$ cat config.mk
export PLATFORM = sky130hd
export DESIGN_NAME = llc_stub_responder
export DESIGN_NICKNAME = d
export VERILOG_FILES = /design/src/rtl/llc_stub_pkg.sv /design/src/rtl/llc_stub_stats.sv /design/src/rtl/llc_stub_responder.sv
export SDC_FILE = /design/constraint.sdc
export NUM_CORES = 1
export LEC_CHECK = 0
export CAP_MARGIN = 25
export CORE_AREA = 8 8 234 236
export DETAILED_ROUTE_END_ITERATION = 16
export DIE_AREA = 0 0 242 244
export GPL_TIMING_DRIVEN = 0
export MAX_ROUTING_LAYER = met4
export PLACE_DENSITY = 0.47
export SLEW_MARGIN = 5
export SYNTH_ARGS = -nofsm -noshare
export SYNTH_HDL_FRONTEND = slang
export SYNTH_HIERARCHICAL = 1
export SYNTH_SLANG_ARGS = --single-unit
export TNS_END_PERCENT = 10
$ cat constraint.sdc
create_clock -name i_clk -period 16.25 [get_ports i_clk]
set_input_delay 2.4375 -clock i_clk [delete_from_list [all_inputs] [get_ports i_clk]]
set_output_delay 2.4375 -clock i_clk [all_outputs]
set_load 0.01 [all_outputs]
$ cat src/rtl/llc_stub_pkg.sv
// Shared types and constants for the single-sharer LLC stub responder.
// Holds the coherence message codes, the FSM state enum and the request-to-response mapping.
package llc_stub_pkg;

   localparam int LINE_ADDR_BITS  = 28;
   localparam int BITS_PER_LINE   = 128;
   localparam int INVACK_CNT_BITS = 2;

   localparam logic [1:0] REQ_GETS = 2'b00;
   localparam logic [1:0] REQ_GETM = 2'b01;
   localparam logic [1:0] REQ_PUTS = 2'b10;
   localparam logic [1:0] REQ_PUTM = 2'b11;

   localparam logic [1:0] RSP_DATA   = 2'b00;
   localparam logic [1:0] RSP_EDATA  = 2'b01;
   localparam logic [1:0] RSP_PUTACK = 2'b11;

   typedef enum logic [1:0] {
      ST_IDLE    = 2'd0,
      ST_MEM_REQ = 2'd1,
      ST_MEM_RSP = 2'd2,
      ST_RSP     = 2'd3
   } llc_state_t;

   // GetS is granted exclusive because this stub is always the only sharer.
   function automatic logic [1:0] rsp_for_req(input logic [1:0] msg);
      logic [1:0] rsp;
      case (msg)
         REQ_GETS: rsp = RSP_EDATA;
         REQ_GETM: rsp = RSP_DATA;
         default:  rsp = RSP_PUTACK;
      endcase
      return rsp;
   endfunction

   function automatic logic is_read(input logic [1:0] msg);
      return (msg == REQ_GETS) || (msg == REQ_GETM);
   endfunction

endpackage

$ cat src/rtl/llc_stub_stats.sv
// Saturating per-message-type request counters for the LLC stub.
// Only instantiated by the top when LLC_STUB_STATS_EN is defined.
module llc_stub_stats
   import llc_stub_pkg::*;
#(
   parameter int CNT_W = 16
) (
   input  logic             i_clk,
   input  logic             i_rst,
   input  logic             i_inc,
   input  logic [1:0]       i_msg,
   output logic [CNT_W-1:0] o_stat_gets,
   output logic [CNT_W-1:0] o_stat_getm,
   output logic [CNT_W-1:0] o_stat_puts,
   output logic [CNT_W-1:0] o_stat_putm
);

   logic [CNT_W-1:0] r_cnt [4];

   always_ff @(posedge i_clk or posedge i_rst) begin
      if (i_rst) begin
         for (int i = 0; i < 4; i++) r_cnt[i] <= '0;
      end else begin
         for (int i = 0; i < 4; i++) begin
            if (i_inc && (i_msg == 2'(i)) && (r_cnt[i] != '1))
               r_cnt[i] <= r_cnt[i] + CNT_W'(1);
         end
      end
   end

   assign o_stat_gets = r_cnt[REQ_GETS];
   assign o_stat_getm = r_cnt[REQ_GETM];
   assign o_stat_puts = r_cnt[REQ_PUTS];
   assign o_stat_putm = r_cnt[REQ_PUTM];

endmodule

$ cat src/rtl/llc_stub_responder.sv
// Directory-side stand-in for one L2: serves GetS/GetM/PutS/PutM from a flat line memory port.
// Defining LLC_STUB_STATS_EN adds saturating per-type request counters and their output ports.
//
// state      | meaning
// ST_IDLE    | ready for the next L2 request (req_ready high)
// ST_MEM_REQ | memory read/write request presented, waiting for mem_req_ready
// ST_MEM_RSP | waiting for read data from memory
// ST_RSP     | response presented to the L2, waiting for rsp_ready
module llc_stub_responder
   import llc_stub_pkg::*;
#(
   parameter int ADDR_W = LINE_ADDR_BITS,
   parameter int LINE_W = BITS_PER_LINE
`ifdef LLC_STUB_STATS_EN
   ,
   parameter int CNT_W  = 16
`endif
) (
   input  logic                       i_clk,
   input  logic                       i_rst,
   input  logic                       i_req_valid,
   output logic                       o_req_ready,
   input  logic [1:0]                 i_req_coh_msg,
   input  logic                       i_req_hprot,
   input  logic [ADDR_W-1:0]          i_req_addr,
   input  logic [LINE_W-1:0]          i_req_line,
   output logic                       o_rsp_valid,
   input  logic                       i_rsp_ready,
   output logic [1:0]                 o_rsp_coh_msg,
   output logic [ADDR_W-1:0]          o_rsp_addr,
   output logic [LINE_W-1:0]          o_rsp_line,
   output logic [INVACK_CNT_BITS-1:0] o_rsp_invack_cnt,
   output logic                       o_mem_req_valid,
   input  logic                       i_mem_req_ready,
   output logic                       o_mem_req_hwrite,
   output logic                       o_mem_req_hprot,
   output logic [ADDR_W-1:0]          o_mem_req_addr,
   output logic [LINE_W-1:0]          o_mem_req_line,
   input  logic                       i_mem_rsp_valid,
   output logic                       o_mem_rsp_ready,
   input  logic [LINE_W-1:0]          i_mem_rsp_line
`ifdef LLC_STUB_STATS_EN
   ,
   output logic [CNT_W-1:0]           o_stat_gets,
   output logic [CNT_W-1:0]           o_stat_getm,
   output logic [CNT_W-1:0]           o_stat_puts,
   output logic [CNT_W-1:0]           o_stat_putm
`endif
);

   llc_state_t        r_state;
   llc_state_t        w_state_nxt;
   logic              r_ready_en;
   logic [1:0]        r_msg;
   logic              r_hprot;
   logic [ADDR_W-1:0] r_addr;
   logic [LINE_W-1:0] r_line;
   logic              w_req_fire;
   logic              w_mem_rsp_fire;

   assign w_req_fire     = i_req_valid && o_req_ready;
   assign w_mem_rsp_fire = i_mem_rsp_valid && o_mem_rsp_ready;

   // r_ready_en keeps req_ready low for the first cycle after reset is released.
   always_ff @(posedge i_clk or posedge i_rst) begin
      if (i_rst) begin
         r_state    <= ST_IDLE;
         r_ready_en <= 1'b0;
         r_msg      <= 2'b00;
         r_hprot    <= 1'b0;
         r_addr     <= '0;
         r_line     <= '0;
      end else begin
         r_state    <= w_state_nxt;
         r_ready_en <= 1'b1;
         if (w_req_fire) begin
            r_msg   <= i_req_coh_msg;
            r_hprot <= i_req_hprot;
            r_addr  <= i_req_addr;
            r_line  <= i_req_line;
         end
         if (w_mem_rsp_fire)
            r_line <= i_mem_rsp_line;
      end
   end

   always_comb begin
      w_state_nxt      = r_state;
      o_req_ready      = 1'b0;
      o_mem_req_valid  = 1'b0;
      o_mem_req_hwrite = 1'b0;
      o_mem_rsp_ready  = 1'b0;
      o_rsp_valid      = 1'b0;
      o_rsp_coh_msg    = 2'b00;
      o_rsp_line       = '0;
      case (r_state)
         ST_IDLE: begin
            o_req_ready = r_ready_en;
            if (i_req_valid && r_ready_en)
               w_state_nxt = (i_req_coh_msg == REQ_PUTS) ? ST_RSP : ST_MEM_REQ;
         end
         ST_MEM_REQ: begin
            o_mem_req_valid  = 1'b1;
            o_mem_req_hwrite = (r_msg == REQ_PUTM);
            if (i_mem_req_ready)
               w_state_nxt = is_read(r_msg) ? ST_MEM_RSP : ST_RSP;
         end
         ST_MEM_RSP: begin
            o_mem_rsp_ready = 1'b1;
            if (i_mem_rsp_valid)
               w_state_nxt = ST_RSP;
         end
         ST_RSP: begin
            o_rsp_valid   = 1'b1;
            o_rsp_coh_msg = rsp_for_req(r_msg);
            o_rsp_line    = is_read(r_msg) ? r_line : '0;
            if (i_rsp_ready)
               w_state_nxt = ST_IDLE;
         end
         default: w_state_nxt = ST_IDLE;
      endcase
   end

   assign o_rsp_addr       = r_addr;
   assign o_rsp_invack_cnt = '0;
   assign o_mem_req_hprot  = r_hprot;
   assign o_mem_req_addr   = r_addr;
   assign o_mem_req_line   = r_line;

`ifdef LLC_STUB_STATS_EN
   llc_stub_stats #(
      .CNT_W (CNT_W)
   ) u_stats (
      .i_clk       (i_clk),
      .i_rst       (i_rst),
      .i_inc       (w_req_fire),
      .i_msg       (i_req_coh_msg),
      .o_stat_gets (o_stat_gets),
      .o_stat_getm (o_stat_getm),
      .o_stat_puts (o_stat_puts),
      .o_stat_putm (o_stat_putm)
   );
`endif

endmodule
==> summary.txt, run 1 <==
Clock share of power = 17.1%
Most common cell after layout, fill and taps aside = clkdlybuf4s50_1
Hold_sp = o_mem_req_line[6]$_DFFE_PP0P_
Status = complete, no violations
Final HPWL DP = 37200 um
YS warnings = 6
Worst r2r src = r_state[0]$_DFFE_PP0P_
Effective utilization at floorplan = 16.4%
Total Neg Setup Slack = 0 ps
Skew final = 22.7 ps
Nets = 1756
Logic pwr share = 53.6%
Drt drc = 0
Power, Total = 2.65 mW
Relative slew slack = 41.5%
GRT Residual Overflow = 0
Max Root-Sink Buffers = 2
First-pass GRT wire length = 65400 um
Full die area = 0.0590 mm2
Vias in the first global route = 9302
Achievable frequency = 169 MHz
CP Launch Type = flop
Worst-Skew Late Latency = 490 ps
Placer Congestion = 0.787
RR Endpoint = o_mem_req_line[30]$_DFFE_PP0P_
Max Cap Viol = 0
HP Class = reg2reg
Syn Area/Cell = 10.1 um2
R2R Setup Slk = 13790 ps
CP cell instances = ha_1 -> nor2b_1 -> clkbuf_2 -> clkbuf_1 -> and2_1 -> clkdlybuf4s50_1
Switch share = 38.1%
FF+latch count, synth = 162
Pwr dens = 166 mW/mm2
Crit-path slowest cell = clkbuf_1
Wire per inst = 21.1 um
Post-CTS Hold Buffers = 0
Slew Viols, Final = 0
Cts bufs inserted = 17
RSZ-0062 raised after global routing = false
Clock root buffer = clkbuf_16
Min cycle time layout = 5930 ps
I/O Buffers = 612
Crit path DAT = 3490 ps
# H-tree levels = 4
Endpoints failing setup = 0
Register area share after synthesis = 48.4%
Row cnt = 83
Largest net degree at the start of global routing = 91
Initial DRC Count = 313
CTS resizes = 0
Reg2reg path depth = 7
Pleak = 7.24 nW
Reg power frac = 29.2%
Core Area = 0.0509 mm2
Area Overhead vs Synth = 91.5%
Routed wire length = 45400 um
Die height = 244 um
Die Width = 242 um
Clock slew at reported path FFs = 70 ps
Final hold vios = 0
CP Capture Type = output port
# Post-CTS Setup Buffers = 0
Via Count = 8365
Busiest layer in global routing = met2
Commonest non-fill, non-tap cells in the layout = clkdlybuf4s50_1, dfrtp_1, nand2_1
CTS tree = yes
Share of layout cells above drive strength 1 = 8.91%
Number of vias per cell = 3.89
Max VDD drop = 0.0819 mV
Post-route ant nets = 0
Worst EP required = 13810 ps
WHS Endpoint = o_mem_req_line[6]$_DFFE_PP0P_
Synth unique cells = 21
Met3 Use GR = 4.49%
Mapped Cells = 825
Net switching power = 1.01 mW
Gr usage total = 15.4%
Ports = 615
Synth Cell Area = 0.00837 mm2
Crit-path max FO = 10
DRT Pass-1 Iters = 4
Initial antenna violation count = 1
P_int = 1.64 mW
Hold path cells = 2
GR Layer Usage met1 = 16.9%
Clock sinks = 162
Met2 Use GR = 27.0%
Setup CP Type = reg2out
Crit share post-route = 36.5%
Worst-Margin Slew = 877 ps
Max incr delay on CP = 600 ps
-- critical path, delay by kind of cell (launching register included) --
kind | cells | cell delay [ps]
flip-flops | 1 | 410
buffers and inverters | 3 | 1710
adder cells (fa/ha/maj) | 1 | 270
AND/OR/NAND/NOR | 2 | 620
-- synth_stat cells (all sizes together) --
| master | instances | area share [%] |
|---|---|---|
| a2111oi | 1 | 0.18 |
| a211oi | 1 | 0.090 |
| a21boi | 1 | 0.090 |
| a32oi | 1 | 0.19 |
| and2 | 130 | 9.7 |
| and3 | 2 | 0.15 |
| buf | 63 | 5.2 |
| clkbuf | 26 | 1.2 |
| conb | 2 | 0.090 |
| dfrtp | 162 | 48 |
| ha | 5 | 0.75 |
| inv | 5 | 0.22 |
| mux2 | 32 | 4.3 |
| mux2i | 129 | 15 |
| nand2 | 132 | 5.9 |
| nor2b | 4 | 0.30 |
| o21ai | 128 | 7.7 |
| o22ai | 1 | 0.075 |
-- through the flow --
stage	setup WS, ps	cells	hold WS [ps]	utilization (%)	cell area [um2]
after floorplan	9440	826	489	-	8370
after global placement	6450	2118	483	30.2	15300
after detailed placement	10630	2119	489	30.2	15400
after CTS	10060	2150	501	31.5	16000
after global routing	10040	2150	528	31.5	16000
final	10320	2151	492	31.5	16000
-- flip-flops by register name, summed over array words and instances, names as in the netlist --
register         flops
r_ready_en           1
r_msg                2
o_mem_req_addr      28
o_mem_req_hprot      1
r_state              2
o_mem_req_line     128
-- cell type report --
| class | instances | area [um2] |
|---|---|---|
| tap | 680 | 851 |
| buffer | 89 | 536 |
| clock inverter | 13 | 198 |
| clock buffer | 18 | 439 |
| fill | 5312 | 34900 |
| multi-input combinational | 570 | 3760 |
| sequential | 162 | 4050 |
| inverter | 5 | 26.3 |
| antenna | 1 | 2.50 |
| timing repair buffer | 613 | 6150 |
-- worst max-delay path by stage --
stage               cells past startpoint                        endpoint  slack, ps              startpoint
global placement                        2  o_mem_req_line[56]$_DFFE_PP0P_       6450                   i_rst
detailed placement                      6                  o_rsp_line[35]      10630  r_state[1]$_DFFE_PP0P_
CTS                                     6                  o_rsp_line[35]      10060  r_state[1]$_DFFE_PP0P_
finish                                  6                  o_rsp_line[18]      10320  r_state[1]$_DFFE_PP0P_
global route                            6                  o_rsp_line[18]      10040  r_state[1]$_DFFE_PP0P_
floorplan                               1   o_mem_req_addr[0]$_DFFE_PP0P_       9440                   i_rst
-- power by group through the flow --
stage               Clock [mW]  Combinational (mW)  Sequential, mW
floorplan                    0               0.517           0.810
global placement             0                1.44           0.778
detailed placement           0                1.46           0.786
CTS                      0.476                1.46           0.781
global route             0.488                1.54           0.805
finish                   0.455                1.42           0.776
-- kinds of logic (layout without fill, tap and decap cells) --
logic type,count (synthesis),in the layout,synth area share (%)
flops,162,162,48.4
mux,161,161,19.7
compound gates,133,133,8.28
simple gates,268,268,16.1
buf+inv,94,738,6.61
fa+ha+maj,5,5,0.748
other cells,2,4,0.0897
-- metal layers --
| layer | share of wire [%] | routed length [um] | vias up |
|---|---|---|---|
| met5 | 0 | 0 | - |
| met4 | 1.2 | 539 | 0 |
| met3 | 6.0 | 2740 | 27 |
| met2 | 52 | 23500 | 332 |
| met1 | 41 | 18700 | 4016 |
| li1 | - | - | 3990 |
(Power assumes the default switching activity.)
==> run 2: changes to the inputs <==
--- a/config.mk
+++ b/config.mk
@@ -6,12 +6,12 @@
 export NUM_CORES = 1
 export LEC_CHECK = 0
 export CAP_MARGIN = 25
-export CORE_AREA = 8 8 234 236
+export CORE_AREA = 8 8 233 235
 export DETAILED_ROUTE_END_ITERATION = 16
-export DIE_AREA = 0 0 242 244
+export DIE_AREA = 0 0 241 243
 export GPL_TIMING_DRIVEN = 0
 export MAX_ROUTING_LAYER = met4
-export PLACE_DENSITY = 0.47
+export PLACE_DENSITY = 0.48
 export SLEW_MARGIN = 5
 export SYNTH_ARGS = -nofsm -noshare
 export SYNTH_HDL_FRONTEND = slang
==> constraint.sdc (replaced) <==
create_clock -name i_clk -period 5.2 [get_ports i_clk]
set_input_delay 0.78 -clock i_clk [delete_from_list [all_inputs] [get_ports i_clk]]
set_output_delay 0.78 -clock i_clk [all_outputs]
set_load 0.01 [all_outputs]
==> run 2 against run 1 <==
Clock-buffer cell count rose by 2. Critical path depth rose by 1. Worst setup slack got worse by 9400 ps. Critical path type unchanged. Largest cell class unchanged.
==> summary.txt, run 2 (same netlist as run 1, synthesis figures left out) <==
Nets = 1758 (was 1756)
Achievable frequency = 234 MHz
Ports = 615 (unchanged)
Worst EP required = 4420 ps (was 13810 ps)
Die Width = 241 um (was 242 um)
DRT Pass-1 Iters = 4 (unchanged)
Worst-Skew Late Latency = 490 ps (about the same)
Initial antenna violation count = 2 (was 1)
Clock slew at reported path FFs = 70 ps (about the same)
Crit share post-route = 82.2%
Share of layout cells above drive strength 1 = 8.96% (was 8.91%)
Post-place setup slack = 1310 ps (was 10630 ps)
Gr usage total = 15.4% (about the same)
Final hold vios = 0 (unchanged)
Total Neg Setup Slack = 0 ps (unchanged)
Worst-Margin Slew = 791 ps (was 877 ps)
Post-Layout Cell Count = 2155 (was 2151)
Row cnt = 83 (unchanged)
RSZ-0062 raised after global routing = false (unchanged)
# Post-CTS Setup Buffers = 0 (unchanged)
Placed cell count = 2121 (was 2119)
CTS resizes = 0 (unchanged)
Core Area = 0.0507 mm2 (was 0.0509 mm2)
Fillers = 5345 (was 5312)
Setup CP Type = reg2out (unchanged)
Cts bufs inserted = 17 (unchanged)
Hold_ws = 497 ps (was 492 ps)
Final Util = 31.7% (was 31.5%)
Largest net degree at the start of global routing = 86 (was 91)
Post-route setup slack = 926 ps (was 10320 ps)
Wire per inst = 21.0 um (was 21.1 um)
CP Launch Type = flop (unchanged)
First-pass GRT wire length = 63700 um (was 65400 um)
Relative slew slack = 47.3% (was 41.5%)
Max VDD drop = 0.242 mV (was 0.0819 mV)
CTS tree = yes (unchanged)
Design Area, Final = 0.0161 mm2 (was 0.0160 mm2)
Commonest non-fill, non-tap cells in the layout = clkdlybuf4s50_1, dfrtp_1, nand2_1 (unchanged)
Multi-input logic area = 0.00376 mm2 (unchanged)
Post-CTS Hold Buffers = 0 (unchanged)
GRT Residual Overflow = 0 (unchanged)
Status = complete, no violations (unchanged)
Number of vias per cell = 3.88 (was 3.89)
Max Root-Sink Buffers = 2 (unchanged)
Routed wire length = 45300 um (was 45400 um)
Clock sinks = 162 (unchanged)
Met2 Use GR = 26.4% (was 27.0%)
Pleak = 7.25 nW (was 7.24 nW)
Busiest layer in global routing = met2 (unchanged)
GR Layer Usage met1 = 16.9% (about the same)
# H-tree levels = 4 (unchanged)
Crit-path max FO = 10 (unchanged)
Min cycle time layout = 4270 ps
Clock root buffer = clkbuf_16 (unchanged)
CP Capture Type = output port (unchanged)
Pwr dens = 518 mW/mm2 (was 166 mW/mm2)
Endpoints failing setup = 0 (unchanged)
Full die area = 0.0586 mm2 (was 0.0590 mm2)
Crit path DAT = 3490 ps (about the same)
Met3 Use GR = 4.77% (was 4.49%)
Post-route ant nets = 0 (unchanged)
Max Cap Viol = 0 (unchanged)
Power, Total = 8.31 mW (was 2.65 mW)
Slew Viols, Final = 0 (unchanged)
Drt drc = 0 (unchanged)
I/O Buffers = 612 (unchanged)
Initial DRC Count = 247 (was 313)
Max reg flops = 128 (unchanged)
Placer Congestion = 0.819 (was 0.787)
Effective utilization at floorplan = 16.5% (was 16.4%)
Final HPWL DP = 37200 um (about the same)
Most common cell after layout, fill and taps aside = clkdlybuf4s50_1 (unchanged)
Post-DP Area = 0.0154 mm2 (about the same)
Skew final = 13.8 ps (was 22.7 ps)
Via Count = 8357 (was 8365)
Area Overhead vs Synth = 91.9% (was 91.5%)
Die height = 243 um (was 244 um)
HP Class = reg2reg (unchanged)
Register area = 0.00405 mm2 (unchanged)
Vias in the first global route = 9238 (was 9302)
run 2: worst max-delay path, stage by stage, from the launching register on:
cell and delay [ps]:
dfrtp_1 400, ha_1 270, nor2b_1 340, clkbuf_1 460, buf_8 210, clkbuf_1 520
and2_1 210, clkdlybuf4s50_1 590
run 2: power breakdown:
part / total [mW] / internal (mW) / leakage, nW / switching (mW)
Clock: 1.41 / 0.829 / 0.307 / 0.584
Combinational: 4.45 / 2.45 / 4.95 / 2.00
Sequential: 2.44 / 1.87 / 2.00 / 0.573
Total: 8.31 / 5.15 / 7.25 / 3.16
run 2: worst paths after layout:
kind | startpoint | to | slack, ps | cells after the start
worst max register to register | r_state[0]$_DFFE_PP0P_ | o_mem_req_line[25]$_DFFE_PP0P_ | 2670 | 7
worst max-delay path | r_state[1]$_DFFE_PP0P_ | o_rsp_line[46] | 930 | 7
worst min-delay path | o_mem_req_line[117]$_DFFE_PP0P_ | o_mem_req_line[117]$_DFFE_PP0P_ | 500 | 2
max in group asynchronous | i_rst | o_mem_req_line[60]$_DFFE_PP0P_ | 3550 | 3
min in group asynchronous | i_rst | o_mem_req_line[121]$_DFFE_PP0P_ | 760 | 2
worst min register to register | o_mem_req_line[117]$_DFFE_PP0P_ | o_mem_req_line[117]$_DFFE_PP0P_ | 500 | 2
run 2: final cells by class:
type,instances,share of cell area (%)
antenna,2,0.0312
multi-input combinational,570,23.4
timing repair buffer,615,38.5
tap,680,5.30
inverter,5,0.164
buffer,89,3.33
clock buffer,20,2.84
clock inverter,12,1.12
sequential,162,25.2
run 2: per-layer routing:
layer  up-vias  wire length (um)
li1       3990                 -
met1      3992             18200
met2       341             23000
met3        34              3400
met4         0               720
met5         -                 0
